### src/rtl/rv_pkg.sv
// rv_pkg: shared opcodes, branch condition codes and stage entry type for the branch unit
package rv_pkg;
  localparam logic [6:0] OP_BRANCH = 7'b1100011;
  localparam logic [6:0] OP_JALR   = 7'b1100111;
  localparam logic [6:0] OP_JAL    = 7'b1101111;
  localparam logic [6:0] OP_SYSTEM = 7'b1110011;
  localparam logic [2:0] F3_EQ  = 3'd0;
  localparam logic [2:0] F3_NE  = 3'd1;
  localparam logic [2:0] F3_LT  = 3'd4;
  localparam logic [2:0] F3_GE  = 3'd5;
  localparam logic [2:0] F3_LTU = 3'd6;
  localparam logic [2:0] F3_GEU = 3'd7;
  typedef struct packed {
    logic valid;
    logic taken;
    logic trap;
  } bru_entry_t;
  function automatic int tid_w(int n);
    return n > 1 ? $clog2(n) : 1;
  endfunction
endpackage

### src/rtl/rv_bru_if.sv
// rv_bru_if: request and result bus of the branch resolution unit
interface rv_bru_if #(parameter int XLEN = 32, parameter int NTHREADS = 4);
  localparam int TW = rv_pkg::tid_w(NTHREADS);
  logic in_valid;
  logic in_ready;
  logic [TW-1:0] in_tid;
  logic [6:0] opcode;
  logic [2:0] funct3;
  logic [XLEN-1:0] pc;
  logic [XLEN-1:0] rs1;
  logic [XLEN-1:0] rs2;
  logic [XLEN-1:0] imm;
  logic [XLEN-1:0] trap_vec;
  logic [NTHREADS-1:0] flush;
  logic out_valid;
  logic out_ready;
  logic [TW-1:0] out_tid;
  logic out_taken;
  logic [XLEN-1:0] out_target;
  logic [XLEN-1:0] out_link;
  logic out_trap;
  modport slave (
    input in_valid, in_tid, opcode, funct3, pc, rs1, rs2, imm, trap_vec, flush, out_ready,
    output in_ready, out_valid, out_tid, out_taken, out_target, out_link, out_trap
  );
  modport master (
    output in_valid, in_tid, opcode, funct3, pc, rs1, rs2, imm, trap_vec, flush, out_ready,
    input in_ready, out_valid, out_tid, out_taken, out_target, out_link, out_trap
  );
endinterface

### src/rtl/rv_bru_cond.sv
// rv_bru_cond: combinational branch condition evaluator
module rv_bru_cond import rv_pkg::*; #(parameter int XLEN = 32) (
  input  logic [2:0]      funct3,
  input  logic [XLEN-1:0] rs1,
  input  logic [XLEN-1:0] rs2,
  output logic            taken
);
  logic eq, lt, ltu;
  assign eq  = rs1 == rs2;
  assign lt  = $signed(rs1) < $signed(rs2);
  assign ltu = rs1 < rs2;
  assign taken = funct3 == F3_EQ  ? eq   :
                 funct3 == F3_NE  ? !eq  :
                 funct3 == F3_LT  ? lt   :
                 funct3 == F3_GE  ? !lt  :
                 funct3 == F3_LTU ? ltu  :
                 funct3 == F3_GEU ? !ltu : 1'b0;
endmodule

### src/rtl/rv_bru.sv
// rv_bru: two-stage branch resolution unit with per-thread flush and ready/valid flow control
module rv_bru import rv_pkg::*; #(
  parameter int XLEN        = 32,
  parameter int NTHREADS    = 4,
  parameter int SKIP_STAGE1 = 0
) (
  input logic     clk,
  input logic     rst_n,
  rv_bru_if.slave bus
);
  localparam int TW = tid_w(NTHREADS);
  bru_entry_t c_e, e1, e2;
  logic [TW-1:0] t1, t2;
  logic [XLEN-1:0] pc_imm, rs1_imm, link, c_tgt, tgt1, link1, tv1, n_tgt, tgt2, link2;
  logic cond, s2_free, ready, n_trap;
  rv_bru_cond #(.XLEN(XLEN)) u_cond (
    .funct3(bus.funct3),
    .rs1(bus.rs1),
    .rs2(bus.rs2),
    .taken(cond)
  );
  always_comb begin
    pc_imm = bus.pc + bus.imm;
    rs1_imm = bus.rs1 + bus.imm;
    link = bus.pc + XLEN'(4);
    c_e.valid = bus.in_valid && !bus.flush[bus.in_tid];
    c_e.trap = bus.opcode == OP_SYSTEM;
    c_e.taken = bus.opcode == OP_JAL || bus.opcode == OP_JALR || c_e.trap ||
                (bus.opcode == OP_BRANCH && cond);
    c_tgt = bus.opcode == OP_JALR ? rs1_imm & ~XLEN'(1) : c_e.taken ? pc_imm : link;
  end
  // Misalignment is resolved after stage 1 so the adder result is already registered
  assign n_trap = e1.trap || (e1.taken && tgt1[1]);
  assign n_tgt = n_trap ? tv1 : tgt1;
  assign s2_free = !e2.valid || bus.out_ready;
  if (SKIP_STAGE1 != 0) begin : g_skip
    assign e1 = c_e;
    assign t1 = bus.in_tid;
    assign tgt1 = c_tgt;
    assign link1 = link;
    assign tv1 = bus.trap_vec;
    assign ready = s2_free;
  end else begin : g_s1
    always_ff @(posedge clk or negedge rst_n)
      if (!rst_n) begin
        e1 <= '0;
        t1 <= '0;
        tgt1 <= '0;
        link1 <= '0;
        tv1 <= '0;
      end else if (ready) begin
        e1 <= c_e;
        t1 <= bus.in_tid;
        tgt1 <= c_tgt;
        link1 <= link;
        tv1 <= bus.trap_vec;
      end else if (bus.flush[t1]) e1.valid <= 1'b0;
    assign ready = !e1.valid || s2_free;
  end
  always_ff @(posedge clk or negedge rst_n)
    if (!rst_n) begin
      e2 <= '0;
      t2 <= '0;
      tgt2 <= '0;
      link2 <= '0;
    end else if (s2_free) begin
      e2 <= '{valid: e1.valid && !bus.flush[t1], taken: e1.taken, trap: n_trap};
      t2 <= t1;
      tgt2 <= n_tgt;
      link2 <= link1;
    end else if (bus.flush[t2]) e2.valid <= 1'b0;
  assign bus.in_ready = ready;
  assign bus.out_valid = e2.valid;
  assign bus.out_tid = t2;
  assign bus.out_taken = e2.taken;
  assign bus.out_trap = e2.trap;
  assign bus.out_target = tgt2;
  assign bus.out_link = link2;
endmodule

### src/flat_wrapper.sv
// flat-port wrapper written by rule: the top's interface ports become plain ports
module rv_bru_flat import rv_pkg::*;
#(
  parameter int XLEN        = 32,
  parameter int NTHREADS    = 4,
  parameter int SKIP_STAGE1 = 0
)
  (clk, rst_n, bus_in_valid, bus_in_tid, bus_opcode, bus_funct3, bus_pc, bus_rs1, bus_rs2, bus_imm, bus_trap_vec, bus_flush, bus_out_ready, bus_in_ready, bus_out_valid, bus_out_tid, bus_out_taken, bus_out_target, bus_out_link, bus_out_trap);
  rv_bru_if #(.XLEN(XLEN), .NTHREADS(NTHREADS)) bus_i ();
  input logic clk;
  input logic rst_n;
  input wire logic [$bits(bus_i.in_valid)-1:0] bus_in_valid;
  input wire logic [$bits(bus_i.in_tid)-1:0] bus_in_tid;
  input wire logic [$bits(bus_i.opcode)-1:0] bus_opcode;
  input wire logic [$bits(bus_i.funct3)-1:0] bus_funct3;
  input wire logic [$bits(bus_i.pc)-1:0] bus_pc;
  input wire logic [$bits(bus_i.rs1)-1:0] bus_rs1;
  input wire logic [$bits(bus_i.rs2)-1:0] bus_rs2;
  input wire logic [$bits(bus_i.imm)-1:0] bus_imm;
  input wire logic [$bits(bus_i.trap_vec)-1:0] bus_trap_vec;
  input wire logic [$bits(bus_i.flush)-1:0] bus_flush;
  input wire logic [$bits(bus_i.out_ready)-1:0] bus_out_ready;
  output wire logic [$bits(bus_i.in_ready)-1:0] bus_in_ready;
  output wire logic [$bits(bus_i.out_valid)-1:0] bus_out_valid;
  output wire logic [$bits(bus_i.out_tid)-1:0] bus_out_tid;
  output wire logic [$bits(bus_i.out_taken)-1:0] bus_out_taken;
  output wire logic [$bits(bus_i.out_target)-1:0] bus_out_target;
  output wire logic [$bits(bus_i.out_link)-1:0] bus_out_link;
  output wire logic [$bits(bus_i.out_trap)-1:0] bus_out_trap;
  assign bus_i.in_valid = bus_in_valid;
  assign bus_i.in_tid = bus_in_tid;
  assign bus_i.opcode = bus_opcode;
  assign bus_i.funct3 = bus_funct3;
  assign bus_i.pc = bus_pc;
  assign bus_i.rs1 = bus_rs1;
  assign bus_i.rs2 = bus_rs2;
  assign bus_i.imm = bus_imm;
  assign bus_i.trap_vec = bus_trap_vec;
  assign bus_i.flush = bus_flush;
  assign bus_i.out_ready = bus_out_ready;
  assign bus_in_ready = bus_i.in_ready;
  assign bus_out_valid = bus_i.out_valid;
  assign bus_out_tid = bus_i.out_tid;
  assign bus_out_taken = bus_i.out_taken;
  assign bus_out_target = bus_i.out_target;
  assign bus_out_link = bus_i.out_link;
  assign bus_out_trap = bus_i.out_trap;
  rv_bru #(.XLEN(XLEN), .NTHREADS(NTHREADS), .SKIP_STAGE1(SKIP_STAGE1)) u_core (.clk(clk), .rst_n(rst_n), .bus(bus_i));
endmodule
### config.mk
export PLATFORM = sky130hd
export DESIGN_NAME = rv_bru_flat
export DESIGN_NICKNAME = d
export VERILOG_FILES = /design/src/rtl/rv_pkg.sv /design/src/rtl/rv_bru_if.sv /design/src/rtl/rv_bru_cond.sv /design/src/rtl/rv_bru.sv /design/src/flat_wrapper.sv
export SDC_FILE = /design/constraint.sdc
export NUM_CORES = 1
export LEC_CHECK = 0
export BUFFER_PORTS_ARGS = -buffer_cell sky130_fd_sc_hd__buf_4
export CORE_ASPECT_RATIO = 1.25
export CORE_UTILIZATION = 56
export DETAILED_ROUTE_END_ITERATION = 12
export PLACE_DENSITY = 0.9
export RECOVER_POWER = 100
export SLEW_MARGIN = 10
export SYNTH_ARGS = -nofsm -noshare
export SYNTH_HDL_FRONTEND = slang
export SYNTH_SLANG_ARGS = --single-unit
export TNS_END_PERCENT = 20
### constraint.sdc
create_clock -name clk -period 2.95 [get_ports clk]
set_input_delay 0.59 -clock clk [delete_from_list [all_inputs] [get_ports clk]]
set_output_delay 0.59 -clock clk [all_outputs]
set_load 0.02 [all_outputs]
# ---- Word-level counts from Yosys, hierarchy flattened
# Index checks and enable logic that the tools add are counted.
# Widths: inputs -> output; s select.
dict set report op_classes {
  div 0
  eq_ne 10
  reduce_logical 20
  order_cmp 5
  shift 0
  n_mul 0
  bitwise 0
  n_mux 19
  addsub 3
}
# operator n
set op_table {}
lappend op_table {{$mux 32} 3}
lappend op_table {{$add 32x32->32} 2}
lappend op_table {{$lt 32x32->1} 2}
lappend op_table {{$add 32x3->32 const B} 1}
lappend op_table {{$eq 32x32->1} 1}
lappend op_table {{$eq 7x7->1 const B} 4}
lappend op_table {{$mux 1} 13}
lappend op_table {{$eq 3x3->1 const B} 4}
lappend op_table {{$lt 2x3->1 const B} 3}
lappend op_table {{$logic_not 1->1} 7}
lappend op_table {{$bmux 1 s2} 3}
lappend op_table {{$logic_or 1x1->1} 6}
lappend op_table {{$logic_and 1x1->1} 4}
lappend op_table {{$reduce_bool 2->1} 2}
lappend op_table {{$eq 3x1->1 const B} 1}
lappend op_table {{$logic_not 3->1} 1}
dict set report totals {
  mem_bits_ro 0
  out_inout_bits 70
  latch_bits 0
  n_memories 0
  ff_bits 170
  ram_bits 0
  inputBits 180
  wordCells 70
}

# ---- Longest topological paths before layout
# Gate-level depths: netlist of run 1.
dict set report depth {
  word_depth 12
  depth_mapped 13
  mapped_depth_nobuf 12
}

# ---- By module
# From an unflattened synthesis of run 1, not the netlist that was laid out.
dict set report unflattened {
  hier_cells 1446
  hier_area_um2 11939.0
}
# mod cells_per_inst instances area_per_inst_um2 seq_area_each_um2
set modules_own_cells {}
lappend modules_own_cells {rv_bru 1325 1 11068.1 4254.1}
lappend modules_own_cells {rv_bru_cond 121 1 870.8 0.0}

# ---- Worst setup path after synthesis of run 1
# Ideal clock, no wire load.
dict set report synth_timing {
  path_type {input -> register}
  from {input port bus_imm[0]}
  to {register u_core.tgt1[24]}
  path_stages 12
  setup_slack_ns 0.011
  path_buffers 0
  t_required_ns 2.868
  t_arrival_ns 2.858
  setup_time_ns 0.082
  cell_sequence {ha_1 inv_1 fa_1 nand2b_1 a21o_1 a31oi_4 a22oi_1 a211oi_1 nand2_1 a2111oi_2 o21ai_0 a31oi_1}
}
dict set report synth_between {
  elab_chain_len 3
}
# item line
set synth_lines {}
lappend synth_lines {{start, declared} flat_wrapper.sv:19} ;# input wire logic [$bits(bus_i.imm)-1:0] bus_imm;
lappend synth_lines {{$add 32x32->32} rv_bru.sv:23} ;# pc_imm = bus.pc + bus.imm;
lappend synth_lines {{$mux 32} rv_bru.sv:30} ;# c_tgt = bus.opcode == OP_JALR ? rs1_imm & ~XLEN'(1) : c_e.taken ? pc_imm : link;
lappend synth_lines {{$mux 32 (*)} rv_bru.sv:30}
lappend synth_lines {{end signal, assigned} rv_bru.sv:54} ;# tgt1 <= c_tgt;
lappend synth_lines {{end, declared} rv_bru.sv:14} ;# logic [XLEN-1:0] pc_imm, rs1_imm, link, c_tgt, tgt1, link1, tv1, n_tgt, tgt2, link2;
# Mark *: on every way between the ends. The rest lies on a longest branch, timed or not.
# A chain may end at the register's enable or synchronous reset.

# ---- Worst setup path after layout of run 1
dict set report layout_timing {
  from {input port bus_rs2[1]}
  to {register u_core.tgt1[0]}
}
dict set report layout_between {
  elab_chain_len 12
}
# item line
set layout_lines {}
lappend layout_lines {{start, declared} flat_wrapper.sv:18} ;# input wire logic [$bits(bus_i.rs2)-1:0] bus_rs2;
lappend layout_lines {{$lt 32x32->1} rv_bru_cond.sv:11} ;# assign ltu = rs1 < rs2;
lappend layout_lines {{$logic_not 1->1} rv_bru_cond.sv:17} ;# funct3 == F3_GEU ? !ltu : 1'b0;
lappend layout_lines {{$mux 1} rv_bru_cond.sv:17}
lappend layout_lines {{$mux 1} rv_bru_cond.sv:16} ;# funct3 == F3_LTU ? ltu :
lappend layout_lines {{$mux 1} rv_bru_cond.sv:15} ;# funct3 == F3_GE ? !lt :
lappend layout_lines {{$mux 1} rv_bru_cond.sv:14} ;# funct3 == F3_LT ? lt :
lappend layout_lines {{$mux 1} rv_bru_cond.sv:13} ;# funct3 == F3_NE ? !eq :
lappend layout_lines {{$mux 1 (*)} rv_bru_cond.sv:12} ;# assign taken = funct3 == F3_EQ ? eq :
lappend layout_lines {{$logic_and 1x1->1 (*)} rv_bru.sv:29} ;# (bus.opcode == OP_BRANCH && cond);
lappend layout_lines {{$logic_or 1x1->1 (*)} rv_bru.sv:28} ;# c_e.taken = bus.opcode == OP_JAL || bus.opcode == OP_JALR || c_e.trap ||
lappend layout_lines {{$mux 32 (*) (2 in a row)} rv_bru.sv:30}
# Marks and branches as above.

==> results.yml, run 1 <==
detailed_routing:
  routedWlPerCell_microns: 19.3
  wirelength_mm: 39.9
  final_antenna_net_count: 0
  avgViaCountPerCell: 5.95
  vias: 12321
  drtPass1Iterations: 6
  post-route-drc-count: 0
  drtIter0Drc: 1122
yosys:
  ys.warnings.count: 0
  synth_area_leaders: "dfrtp_1, nand2_1, ha_1, a21oi_1, mux2i_1"
  syn-cell-area_sq_mm: 0.0116
  syn_inst: 1390
  syn-num-nets: 1666
  seq_area_frac_synth: 0.365
  synth_cell_types: 76
  ys_ff_latch: 170
  ys.flop_type: "dfrtp_1"
  postSynthAreaPerCell_sq_um: 8.38
  synth_edf_count: 0
  yosysTopAreaCell: "dfrtp_1"
  synth-async-reset-ratio: 1.00
  yosysTopAreaCellShare: 0.365
timing:
  fin_worst_skew_ns: 0.00915
  tns_ns: -0.792
  period_needed_ns: 3.05
  final.setup.worst_slack_ns: -0.101
  rsz0062_at_grt: "true"
  max_freq_mhz: 328
  worst_slew_pin_slew_ns: 1.95
  slew_violations: 214
  period_share: 1.03
  hold_slack_ns: 0.358
  setup_violations: 20
  timing.final.hold_violations: 0
  relSlewSlack: -0.298
worst_setup_path:
  critPathBufInv: 4
  required_ns: 3.23
  critical_path_class: "primary input to register"
  cp_cell_sequence: "buf_4 -> inv_1 -> ha_4 -> nor2b_4 -> o211ai_1 -> a2111oi_4 -> o31ai_2 -> a21oi_1 -> nor3_1 -> buf_4 -> buf_4 -> mux2i_2 -> o21ai_0"
  path_delay_family: "compound AO/OA/AOI/OAI gates"
  crit_path_max_fanout: 9
  startpoint_type: "primary input"
  timing.critical_path.arrival_ns: 3.33
  critPathMaxStageDelay_ns: 0.47
  end_kind: "register"
  crit_top_cell: "buf_4"
  slowest_stage: "o211ai_1"
power:
  ir_drop_v: 0.000445
  p_leak_nw: 7.66
  power_per_cell_area_mw_per_mm2: 457
die:
  initial_utilization: 0.575
  dieHeight_microns: 163
  placementRows: 58
  io_pins: 250
  die_area_sq_mm: 0.0214
  fp.dieW_microns: 131
  coreArea_sq_mm: 0.0202
outcome:
  status: "finished, violations left"
  violations: "capacitance limit, slew limit, setup timing"
finish:
  insertedDiodeCount: 0
  n_fill_cell: 1419
  area_growth_pct: 34.6
  layout_commonest_cell: "buf_4"
  final_cell_mix: "buf_4, nand2_1, dfrtp_1"
  multi_input_area_sq_mm: 0.00725
  drive_gt1_frac: 0.244
  seq_area_sq_mm: 0.00425
  nets: 2064
  fin_util: 0.774
placed_design:
  pre_cts_ws_ns: -0.463
  dp_hpwl_mm: 29.2
  gp_congestion: 0.933
  io_buffer_count: 249
cts:
  clock_sinks: 170
  clk_path_buf_depth: 2
  htreeDepth: 4
  cts_tree: "yes"
  cts_hold_buf: 0
  root_buffer: "clkbuf_16"
  clkLatencyLatePin_ns: 0.42
  cts_buffers: 17
  clk_pin_slew_ns: 0.06
global_route:
  grt_overflow_total: 0
  antenna_found_initial: 0
  grtUsageTotal: 0.367
  grt_pass1_wl_mm: 60.1
  grt_max_degree: 100
  first_global_vias: 12043
hold_path:
  min_path_type: "primary input to register"
job:
  maxCapViolCount: 3
==> cell usage after synthesis (15+ instances only) <==
cell	number
o21ai_0	81
xnor2_1	38
clkbuf_1	42
nand2_1	319
inv_1	50
xor2_1	34
nor3_1	16
a21o_1	32
mux2i_1	52
a21oi_1	112
o21ai_1	15
dfrtp_1	170
nor2_1	103
nand3_1	35
a31oi_1	22
ha_1	94
==> routing by layer <==
layer,global-route usage,wire length (microns),vias to the layer above
met3,0.0599,3050,128
met4,0.180,1900,0
met5,0,0,-
met1,0.452,15700,5830
li1,-,-,5665
met2,0.618,19200,698
==> where the power goes <==
group / switching [mW] / internal, mW / leakage (nW)
clock network: 0.951 / 1.39 / 0.296
logic: 1.18 / 0.924 / 5.36
registers: 0.170 / 2.56 / 2.00
total: 2.30 / 4.87 / 7.66
==> tightest hold or removal path, delay by kind of cell <==
| kind | cells | cell delay [ns] |
|---|---|---|
| buffers and inverters | 1 | 0.08 |
| AND/OR/NAND/NOR | 2 | 0.09 |
==> registers in the layout (all words and copies together), names as in the netlist <==
signal and cells:
u_core.t1 2, u_core.bus.out_tid 2, u_core.tv1 32, u_core.tgt1 32, u_core.bus.out_link 32, u_core.bus.out_valid 1, u_core.link1 32, u_core.bus.out_trap 1
u_core.e1 3, u_core.bus.out_taken 1, u_core.bus.out_target 32
==> path summary, 6_finish.rpt <==
check | startpoint | endpoint | slack (ns) | cells after the start
worst max-delay path | bus_rs2[1] | u_core.tgt1[0] | -0.10 | 13
worst min-delay path | bus_trap_vec[27] | u_core.tv1[27] | 0.36 | 3
worst max register to register | u_core.bus.out_valid | u_core.bus.out_target[11] | 0.43 | 3
worst min register to register | u_core.bus.out_link[26] | u_core.bus.out_link[26] | 0.47 | 2
max in group asynchronous | rst_n | u_core.bus.out_link[23] | 0.42 | 2
min in group asynchronous | rst_n | u_core.link1[5] | 0.62 | 1
==> cell type report <==
type / count / share of cell area
Inverter: 51 / 0.0124
Clock inverter: 13 / 0.0106
Sequential cell: 170 / 0.271
Multi-Input combinational cell: 1117 / 0.463
Timing Repair Buffer: 431 / 0.193
Clock buffer: 19 / 0.0289
Tap cell: 270 / 0.0215
==> repair_timing <==
| item | CTS | global route |
|---|---|---|
| cloned | 0 | 2 |
| pin swaps | 1 | 22 |
| setup buffers | 0 | 6 |
| endpoints found under the setup margin | 6 | 22 |
| gates resized for setup | 2 | 31 |
==> through the flow <==
step | area, sq um | instances | total power [mW]
final | 15700 | 2071 | 7.17
after global routing | 15700 | 2071 | 7.45
after CTS | 15600 | 2063 | 7.17
after detailed placement | 15000 | 2031 | 4.83
after global placement | 15000 | 2031 | 4.76
after floorplan | 11600 | 1390 | 3.80
==> logic make-up (layout without fill, tap and decap cells) <==
logic type / after synthesis / count (layout) / share of synthesized area
AO/OA/AOI/OAI: 337 / 337 / 0.177
XOR/XNOR: 72 / 72 / 0.0541
adder cells (fa/ha/maj): 96 / 96 / 0.104
buffers and inverters: 103 / 514 / 0.0374
flip-flops: 170 / 170 / 0.365
multiplexers: 61 / 61 / 0.0566
AND/OR/NAND/NOR: 551 / 551 / 0.206
(Power assumes the default switching activity.)
==> run 2: changes to the inputs <==
==> constraint.sdc (replaced) <==
create_clock -name clk -period 3.31 [get_ports clk]
set_input_delay 0.662 -clock clk [delete_from_list [all_inputs] [get_ports clk]]
set_output_delay 0.662 -clock clk [all_outputs]
set_load 0.02 [all_outputs]
==> results.yml, run 2 (synthesis results as in run 1) <==
hold_path:
  min_path_type: "primary input to register"
  hold_start: "bus_trap_vec[14]"
  hold_path_end: "u_core.tv1[14]"
  min_path_cells: 3
finish:
  final_cell_mix: "nand2_1, buf_4, dfrtp_1"
  nets: 1974
  final_area_sq_mm: 0.0146
  layout_commonest_cell: "nand2_1"
  area_growth_pct: 25.6
  n_fill_cell: 1570
  insertedDiodeCount: 0
  fin_util: 0.723
  drive_gt1_frac: 0.188
die:
  placementRows: 58
  coreArea_sq_mm: 0.0202
  initial_utilization: 0.575
  die_area_sq_mm: 0.0214
  io_pins: 250
  dieHeight_microns: 163
  fp.dieW_microns: 131
timing:
  timing.final.hold_violations: 0
  fin_worst_skew_ns: 0.0132
  tns_ns: 0
  setup_violations: 0
  relSlewSlack: -0.302
  worst_slew_pin_slew_ns: 1.95
  rsz0062_at_grt: "false"
  slew_violations: 216
  period_needed_ns: 3.22
  max_freq_mhz: 311
  period_share: 0.972
power:
  power_frac_seq: 0.396
  power.internal_mw: 4.11
  swShare: 0.327
  power_per_cell_area_mw_per_mm2: 417
  switchingPower_mw: 2.00
  p_leak_nw: 7.19
  ir_drop_v: 0.000340
  pwr-share-comb: 0.276
  clkPwrFrac: 0.327
detailed_routing:
  wirelength_mm: 36.2
  drtPass1Iterations: 7
  routedWlPerCell_microns: 18.3
  vias: 11705
  avgViaCountPerCell: 5.91
  final_antenna_net_count: 0
  post-route-drc-count: 0
  drtIter0Drc: 929
worst_setup_path:
  crit_path_max_fanout: 21
  required_ns: 3.61
  worst_r2r_path_depth: 6
  r2r-start: "u_core.bus.out_valid"
  r2r_end: "u_core.link1[31]"
  critical_path_class: "primary input to register"
  startpoint: "bus_rs2[1]"
  startpoint_type: "primary input"
  timing.critical_path.arrival_ns: 3.51
  reg2reg_setup_slack_ns: 0.60
  end_kind: "register"
global_route:
  first_global_vias: 11295
  grt_pass1_wl_mm: 56.3
  grt_max_degree: 100
  grt_overflow_total: 0
  grtUsageTotal: 0.343
  antenna_found_initial: 0
cts:
  ctsResizeCount: 0
  clock_sinks: 170
  htreeDepth: 4
  root_buffer: "clkbuf_16"
  cts_buffers: 17
  clk_pin_slew_ns: 0.07
  post_cts_buffers: 0
  clkLatencyLatePin_ns: 0.42
  clk_path_buf_depth: 2
  cts_hold_buf: 0
  cts_tree: "yes"
outcome:
  violations: "capacitance limit, slew limit"
  status: "finished, violations left"
placed_design:
  io_buffer_count: 249
  gp_congestion: 0.929
  placed_area_sq_mm: 0.0144
  dp_hpwl_mm: 27.9
job:
  maxCapViolCount: 3
[run 2: worst max path at each step]
stage / endpoint / cells past startpoint
final: u_core.tgt1[9] / 13
after global routing: u_core.tgt1[13] / 14
after CTS: u_core.tgt1[13] / 13
after detailed placement: u_core.tgt1[14] / 13
after global placement: u_core.tgt1[3] / 12
after floorplan: u_core.tgt1[24] / 12
[run 2: layout make-up]
type	count	area, sq um	share of cell area
Sequential cell	170	4250	0.291
Timing Repair Buffer	341	2290	0.157
Tap cell	270	338	0.0231
Inverter	51	194	0.0133
Clock buffer	17	425	0.0291
Multi-Input combinational cell	1117	6970	0.476
Clock inverter	15	159	0.0109
[run 2: power groups by stage]
stage                     registers [mW]  clock network [mW]  logic (mW)
final                               2.42                2.00        1.69
after global routing                2.44                2.08        1.84
after CTS                           2.42                1.99        1.77
after detailed placement            2.45                   0        1.75
after global placement              2.44                   0        1.71
after floorplan                     2.54                   0       0.842
[run 2: stage by stage]
step	cells	power [mW]	setup WS, ns	hold slack, ns
floorplan	1390	3.38	0.299	0.366
global placement	1949	4.15	-0.165	0.447
detailed placement	1949	4.20	-0.266	0.457
CTS	1981	6.18	0.177	0.276
global route	1981	6.36	0.0390	0.430
finish	1981	6.11	0.0937	0.436
[run 2: critical path, stage by stage]
cell and delay, ns:
buf_4 0.08, inv_1 0.04, ha_1 0.30, nor2b_1 0.14, o211ai_1 0.34, a2111oi_2 0.13
o31ai_1 0.50, a21oi_1 0.17, or3_1 0.42, buf_12 0.18, mux2i_1 0.12, o21ai_0 0.29
a21oi_1 0.12
[run 2: metal layers]
metal / part of all wire / vias up / track usage
met3: 0.069 / 97 / 0.0468
met4: 0.045 / 0 / 0.164
met2: 0.46 / 570 / 0.555
met5: 0 / - / 0
met1: 0.42 / 5543 / 0.450
li1: - / 5495 / -
==> run 3: changes to the inputs <==
--- a/config.mk
+++ b/config.mk
@@ -5,12 +5,14 @@
 export SDC_FILE = /design/constraint.sdc
 export NUM_CORES = 1
 export LEC_CHECK = 0
+export ABC_AREA = 1
 export BUFFER_PORTS_ARGS = -buffer_cell sky130_fd_sc_hd__buf_4
-export CORE_ASPECT_RATIO = 1.25
-export CORE_UTILIZATION = 56
+export CORE_ASPECT_RATIO = 1.75
+export CORE_UTILIZATION = 57
 export DETAILED_ROUTE_END_ITERATION = 12
 export PLACE_DENSITY = 0.9
 export RECOVER_POWER = 100
+export SKIP_LAST_GASP = 1
 export SLEW_MARGIN = 10
 export SYNTH_ARGS = -nofsm -noshare
 export SYNTH_HDL_FRONTEND = slang
==> results.yml, run 3 <==
outcome:
  status: "finished, violations left"
  violations: "capacitance limit, slew limit"
die:
  die_area_sq_mm: 0.0231
  initial_utilization: 0.580
  io_pins: 250
  dieHeight_microns: 200
  coreArea_sq_mm: 0.0221
  placementRows: 72
  fp.dieW_microns: 115
finish:
  layout_commonest_cell: "nand2_1"
  n_fill_cell: 1909
  drive_gt1_frac: 0.132
  instances_no_fill: 2434
  final_area_sq_mm: 0.0154
  seq_area_sq_mm: 0.00425
  multi_input_area_sq_mm: 0.00745
  nets: 2400
  final_cell_mix: "nand2_1, inv_1, buf_4"
  area_growth_pct: 20.4
yosys:
  synth_edf_count: 0
  yosysTopAreaCellShare: 0.332
  postSynthAreaPerCell_sq_um: 6.83
  syn-cell-area_sq_mm: 0.0128
  syn_inst: 1875
  synth_most_common_cell: "nand2_1"
  synth_cell_types: 43
  synth-async-reset-ratio: 1.00
  synth_area_leaders: "dfrtp_1, nand2_1, ha_1, a21oi_1, inv_1"
  syn-num-nets: 2151
  yosysTopAreaCell: "dfrtp_1"
  seq_area_frac_synth: 0.332
  ys.flop_type: "dfrtp_1"
  ys.warnings.count: 0
  synth.top_cells.by_count: "nand2_1, inv_1, a21oi_1, dfrtp_1, nor2_1"
  ys_ff_latch: 170
cts:
  cts_tree: "yes"
  cts_hold_buf: 0
  ctsResizeCount: 0
  htreeDepth: 4
  root_buffer: "clkbuf_16"
  clk_pin_slew_ns: 0.06
  clock_sinks: 170
  clk_path_buf_depth: 2
  cts_buffers: 17
  post_cts_buffers: 0
  clkLatencyLatePin_ns: 0.44
global_route:
  grtUsageTotal: 0.440
  antenna_found_initial: 0
  grt_overflow_total: 0
  grt_pass1_wl_mm: 75.9
  grt_max_degree: 66
  first_global_vias: 14720
power:
  ir_drop_v: 0.000374
  power_per_cell_area_mw_per_mm2: 408
  p_leak_nw: 7.90
placed_design:
  dp_cells: 2401
  dp_hpwl_mm: 38.8
  gp_congestion: 1.05
  io_buffer_count: 249
  placed_area_sq_mm: 0.0152
hold_path:
  hold_start: "bus_trap_vec[28]"
  hold_path_end: "u_core.tv1[28]"
  min_path_type: "primary input to register"
  min_path_cells: 3
timing:
  fin_worst_skew_ns: 0.00996
  period_share: 0.906
  tns_ns: 0
  period_needed_ns: 3.00
  slew_violations: 66
  max_freq_mhz: 333
  relSlewSlack: -0.0223
  worst_slew_pin_slew_ns: 1.53
  rsz0062_at_grt: "false"
  timing.final.hold_violations: 0
  setup_violations: 0
  hold_slack_ns: 0.420
worst_setup_path:
  worst_r2r_path_depth: 8
  r2r_end: "u_core.tgt1[6]"
  r2r-start: "u_core.bus.out_valid"
  startpoint_type: "register"
  crit_path_max_fanout: 31
  crit_top_cell: "inv_1"
  slowest_stage: "inv_1"
  reg2reg_setup_slack_ns: 0.31
  cp_cell_sequence: "inv_1 -> nor2_4 -> buf_4 -> nand2_1 -> inv_1 -> clkbuf_2 -> nor2_1 -> a21oi_1"
  timing.critical_path.arrival_ns: 3.35
  critical_path_class: "register to register"
  critPathMaxStageDelay_ns: 0.95
  required_ns: 3.66
  critPathBufInv: 4
  path_delay_family: "buffers and inverters"
  end_kind: "register"
detailed_routing:
  drtPass1Iterations: 5
  vias: 14332
  final_antenna_net_count: 0
  avgViaCountPerCell: 5.89
  post-route-drc-count: 0
  drtIter0Drc: 1260
  routedWlPerCell_microns: 20.5
  wirelength_mm: 49.9
job:
  maxCapViolCount: 1
[run 3: cell types whose count changed after synthesis, sizes merged, moves of 11 or more]
cell    before  now
and3        12    1
nand2b      11    0
inv         51  231
nand3       35  112
xor2        34   47
a31oi       24   11
a21oi      112  202
xnor2       38   19
o21ai       96  125
nand2      319  540
a21o        32    4
nor2       103  176
mux2i       52    0
[run 3: layout make-up]
type / instances / share of cell area
timing repair buffer: 287 / 0.122
tap: 296 / 0.0240
multi-input combinational: 1416 / 0.483
inverter: 232 / 0.0565
clock buffer: 23 / 0.0303
antenna: 1 / 0.000162
sequential: 170 / 0.276
clock inverter: 9 / 0.00738
[run 3: logic make-up (layout without fill, tap and decap cells)]
family                   Yosys count  in the layout  share of synthesized area
adder cells (fa/ha/maj)           96             96                     0.0950
AO/OA/AOI/OAI                    366            366                      0.151
flip-flops                       170            170                      0.332
AND/OR/NAND/NOR                  888            888                      0.291
buffers and inverters            289            551                     0.0856
other                              0              1                          0
XOR/XNOR                          66             66                     0.0451
[run 3: how the worst max path moves through the flow]
stage,cells past startpoint,from,end,slack [ns]
final,8,u_core.bus.out_valid,u_core.tgt1[6],0.31
after floorplan,16,bus_imm[0],u_core.tgt1[28],0.67
after detailed placement,18,bus_pc[0],u_core.tgt1[26],0.12
after CTS,17,bus_pc[0],u_core.tgt1[28],0.56
after global placement,11,bus_imm[19],u_core.tgt1[28],0.07
after global routing,8,u_core.bus.out_valid,u_core.tgt1[6],0.12
[run 3: worst register-to-register path, cell delays in order (launching register included)]
cell      delay (ns)
dfrtp_1         0.35
inv_1           0.07
nor2_4          0.07
buf_4           0.26
nand2_1         0.51
inv_1           0.96
clkbuf_2        0.44
nor2_1          0.09
a21oi_1         0.18
[run 3: power breakdown]
group          internal (mW)  total, mW  switching, mW  leakage [nW]
Combinational          0.646       1.88           1.24          5.63
Clock                   1.16       1.97          0.820         0.274
Sequential              2.29       2.44          0.149          1.99
Total                   4.09       6.29           2.21          7.90
[run 3: through the flow]
stage	power, mW	util	setup WS [ns]
after global placement	4.33	0.687	0.0686
after global routing	6.54	0.698	0.117
after floorplan	3.51	-	0.672
after detailed placement	4.38	0.687	0.122
after CTS	6.35	0.714	0.555
final	6.29	0.699	0.310
[run 3: routing by layer]
layer	routed length, microns	up-vias	global-route usage
met4	5330	0	0.416
li1	-	6590	-
met3	3410	262	0.0784
met5	0	-	0
met2	24800	813	0.760
met1	16400	6667	0.432
